==> config.mk <==
export PLATFORM = sky130hd
export DESIGN_NAME = encoder_arbiter
export DESIGN_NICKNAME = d
export VERILOG_FILES = /design/src/rtl/encoder_arbiter.sv
export SDC_FILE = /design/constraint.sdc
export NUM_CORES = 1
export LEC_CHECK = 0
export ABC_AREA = 1
export CORE_UTILIZATION = 61
export DETAILED_ROUTE_END_ITERATION = 8
export GPL_TIMING_DRIVEN = 1
export PLACE_DENSITY = 0.92
export SYNTH_ARGS = -nofsm -noshare
export SYNTH_HDL_FRONTEND = slang
export SYNTH_SLANG_ARGS = --single-unit
==> constraint.sdc <==
create_clock -name clk -period 4.2 [get_ports clk]
set_input_delay 0.42 -clock clk [delete_from_list [all_inputs] [get_ports clk]]
set_output_delay 0.42 -clock clk [all_outputs]
set_load 0.01 [all_outputs]
==> src/rtl/encoder_arbiter.sv <==
// Round-robin 16-way arbiter with a bounded grant hold time.
// One idle cycle always separates consecutive grants.
module encoder_arbiter #(
    parameter int unsigned HOLD_MAX = 15
) (
    input  logic        clk,
    input  logic        rst_n,
    input  logic        enable,
    input  logic [15:0] req,
    input  logic        release_grant,
    output logic        grant_valid,
    output logic [3:0]  grant_idx,
    output logic [15:0] grant_onehot,
    output logic        timeout
);

    typedef enum logic {
        IDLE,
        GRANT
    } state_t;

    state_t      state;
    state_t      state_nxt;
    logic [3:0]  ptr;
    logic [3:0]  ptr_nxt;
    logic [3:0]  idx;
    logic [3:0]  idx_nxt;
    logic [3:0]  win;
    logic [7:0]  hcnt;
    logic [7:0]  hcnt_nxt;
    logic        tmo_nxt;
    logic        hold_hit;
    logic        exit_now;

    assign hold_hit = (hcnt == 8'(HOLD_MAX));
    assign exit_now = release_grant | ~req[idx] | ~enable | hold_hit;

    // Scan downward so the lowest offset from ptr is the last to win.
    always_comb begin
        win = 4'd0;
        for (int i = 15; i >= 0; i--) begin
            if (req[ptr + 4'(i)]) begin
                win = ptr + 4'(i);
            end
        end
    end

    always_comb begin
        state_nxt = state;
        ptr_nxt   = ptr;
        idx_nxt   = idx;
        hcnt_nxt  = hcnt;
        tmo_nxt   = 1'b0;
        unique case (state)
            IDLE: begin
                if (enable && (req != 16'h0000)) begin
                    state_nxt = GRANT;
                    idx_nxt   = win;
                    hcnt_nxt  = 8'd1;
                end
            end
            GRANT: begin
                if (exit_now) begin
                    state_nxt = IDLE;
                    idx_nxt   = 4'd0;
                    ptr_nxt   = idx + 4'd1;
                    hcnt_nxt  = 8'd0;
                    tmo_nxt   = hold_hit & ~release_grant
                              & req[idx] & enable;
                end else if (hcnt != 8'hFF) begin
                    hcnt_nxt = hcnt + 8'd1;
                end
            end
            default: begin
                state_nxt = IDLE;
            end
        endcase
    end

    always_ff @(posedge clk or negedge rst_n) begin
        if (!rst_n) begin
            state   <= IDLE;
            ptr     <= 4'd0;
            idx     <= 4'd0;
            hcnt    <= 8'd0;
            timeout <= 1'b0;
        end else begin
            state   <= state_nxt;
            ptr     <= ptr_nxt;
            idx     <= idx_nxt;
            hcnt    <= hcnt_nxt;
            timeout <= tmo_nxt;
        end
    end

    assign grant_valid  = (state == GRANT);
    assign grant_idx    = idx;
    assign grant_onehot = grant_valid ? (16'd1 << idx) : 16'h0000;

endmodule

==> impl_results.md <==
* Status: finished clean
* FF-to-FF Start: ptr[1]
* Core area at 4500 µm²
* Met3 wire length at 918 µm
* Number of buffers created by CTS at 3
* Hold buffers post-CTS at 0
* Commonest non-fill, non-tap cell in the layout: nand2_1
* Yosys Warn Count at 0
* Post-synth top flop: dfrtp_1
* Worst-Margin Slew at 0.804 ns
* CP Class: flip-flop to flip-flop
* Synth async-reset ratio at 100%
* Post-placement cell area at 3360 µm²
* Htree depth at 1
* Relative slew slack at 46.2%
* Tmin final at 3.40 ns
* Unique masters post-synth at 35
* Metal1 wirelength at 3820 µm
* Clock tree sinks at 18
* Placed insts at 611
* Die Y at 71.6 µm
* Hold EP: hcnt[1]
* Crit path launch type: flip-flop
* Antenna diode instance count at 0
* Max-cap viol count at 0
* TritonCTS clock tree: yes
* Hold Crit Class: flip-flop to flip-flop
* Via count at 3601
* Post-synthesis register bit count at 18
* Clk buf depth at 2
* Syn Nets at 562
* DR WL/cell at 14.6 µm
* RSZ-0062 raised after global routing: false
* Post-route DRC at 0
* Initial antenna violation count at 0
* PortBufs at 41
* Setup TNS at 0 ns
* Drt pass-1 iters at 6
* First-pass GRT wire length at 14400 µm
* Nets at 598
* Finished Cell Area at 3410 µm²
* Synthesized cell area at 2950 µm²
* WP data required at 4.35 ns
* Sequential share of the synthesized area at 15.2%
* Post-synth EDFFs at 0
* CP arrival at 3.56 ns
* FF-to-FF path depth at 23
* Routed Antenna Nets at 0
* Gr ovfl total at 0
* Hold Path Origin: hcnt[1]
* Max Fclk at 0.294 GHz
* Hold Violations, Final at 0
* Clk_lat worst skew at 0.26 ns
* I/O pin total at 42
* WHS Path Cells at 2
* DP Wirelength at 6880 µm
* GP Congestion at 1.06
* Clk_skew at 0.00120 ns
* Root buf cell: clkbuf_8
* Post-Synthesis Cells at 528
* Area Growth Syn to Fin at 15.5%
* Final period util at 81.0%
* DR WL met2 at 4030 µm
* DRT iter0 DRCs at 478
* Worst Setup End Kind: flip-flop
* Most frequent cells in the layout: 200 x nand2_1, 71 x nand3_1, 48 x a21oi_1, 44 x inv_1, 41 x clkdlybuf4s50_1
* Final wirelength at 8960 µm
* Crit path max fanout at 15
* Fin. max-slew vios at 0
* Share of cells above drive strength 1 at 8.88%
* Die width at 71.6 µm
* Die area at 5130 µm²
* Row cnt at 24
* Top Metal Used: met4
* FF-to-FF End: grant_idx[1]
* Total Routing Usage GR at 35.5%
* Post-Layout Cell Count at 615
* R2R Setup Slk at 0.80 ns
* Largest net degree at the start of global routing at 32
* Clk slew on worst S/H paths at 0.07 ns
* Setup-failing EPs final at 0
* Post-CTS sizing at 0
* Vias in the first global route at 3171
* Fillers at 381
* Post-CTS setup repair buffer count at 0
* Avg Synthesized Cell Area at 5.59 µm²
* Vias per Instance at 5.86
* Starting density of the core at 65.6%
==> Yosys cell counts, drive strengths merged (2+ instances only) <==
cell    instances  area (µm²)
nand2         219         880
nand3          76         405
inv            55         209
a21oi          48         240
nor2           37         146
dfrtp          18         450
o21ai          18        97.6
ha             14         175
buf            11        81.3
xor2            8         111
nor3            4        20.0
nor4            4        25.0
xnor2           3        26.3
a31oi           2        12.5
clkbuf          2        15.0
nand4           2        12.5
or2             2        12.5
==> state kept, by name, indices dropped and copies added, names as in the netlist <==
name,cells
timeout,1
hcnt,8
ptr,4
grant_idx,4
grant_valid,1
==> how the worst max path moves through the flow <==
stage / start / end / slack [ns]
after global placement: ptr[1] / grant_idx[1] / 1.02
after CTS: ptr[1] / grant_idx[1] / 0.88
final: ptr[1] / grant_idx[1] / 0.80
after detailed placement: ptr[1] / grant_idx[1] / 0.90
after global routing: ptr[1] / grant_idx[2] / 0.46
after floorplan: ptr[1] / grant_idx[2] / 1.52
==> metrics by stage <==
step / hold WS [ns] / worst slack [ns] / util, %
after floorplan: 0.124 / 1.52 / -
after global placement: 0.530 / 1.02 / 74.5
after detailed placement: 0.545 / 0.899 / 74.5
after CTS: 0.581 / 0.880 / 75.7
after global routing: 0.594 / 0.457 / 75.7
final: 0.574 / 0.797 / 75.7
==> per-layer routing <==
metal  vias to the layer above  track usage (%)
li1                       1773                -
met1                      1585             49.0
met2                       213             59.6
met3                        30             3.52
met4                         0             9.80
met5                         -                0
==> final cells by class <==
type	instances	area, µm²	share of cell area, %
Sequential cell	18	450	13.2
Tap cell	52	65.1	1.91
Clock buffer	4	55.1	1.61
Inverter	56	213	6.24
Multi-Input combinational cell	441	2190	64.3
Timing Repair Buffer	44	433	12.7
==> cells by family (layout without fill, tap and decap cells) <==
group / Yosys count / in the layout / synth area share (%)
fa+ha+maj: 14 / 14 / 5.93
simple gates: 344 / 344 / 50.8
flops: 18 / 18 / 15.2
xor+xnor: 11 / 11 / 4.66
compound gates: 72 / 72 / 12.9
buf+inv: 69 / 104 / 10.5
==> worst max-delay path, cell delays in order (launching register included) <==
cell and delay, ns:
dfrtp_1 0.67, inv_1 0.13, ha_1 0.46, inv_1 0.37, nand3_1 0.16, nand2_1 0.09, nor2_1 0.04, a31oi_1 0.28
or2_1 0.18, nand2_2 0.10, a21oi_1 0.13, nand2_1 0.06, nand2_1 0.05, nand2_1 0.05, nand2_1 0.05, nand2_1 0.05
nand2_1 0.05, nand2_1 0.04, nand2_1 0.05, nand2_1 0.04, nand2_1 0.06, nand2_1 0.05, nand2_1 0.07, nand2_1 0.05
Power is not shown: default switching activity piles up to over one toggle a cycle in this logic, so the estimate is an artifact.
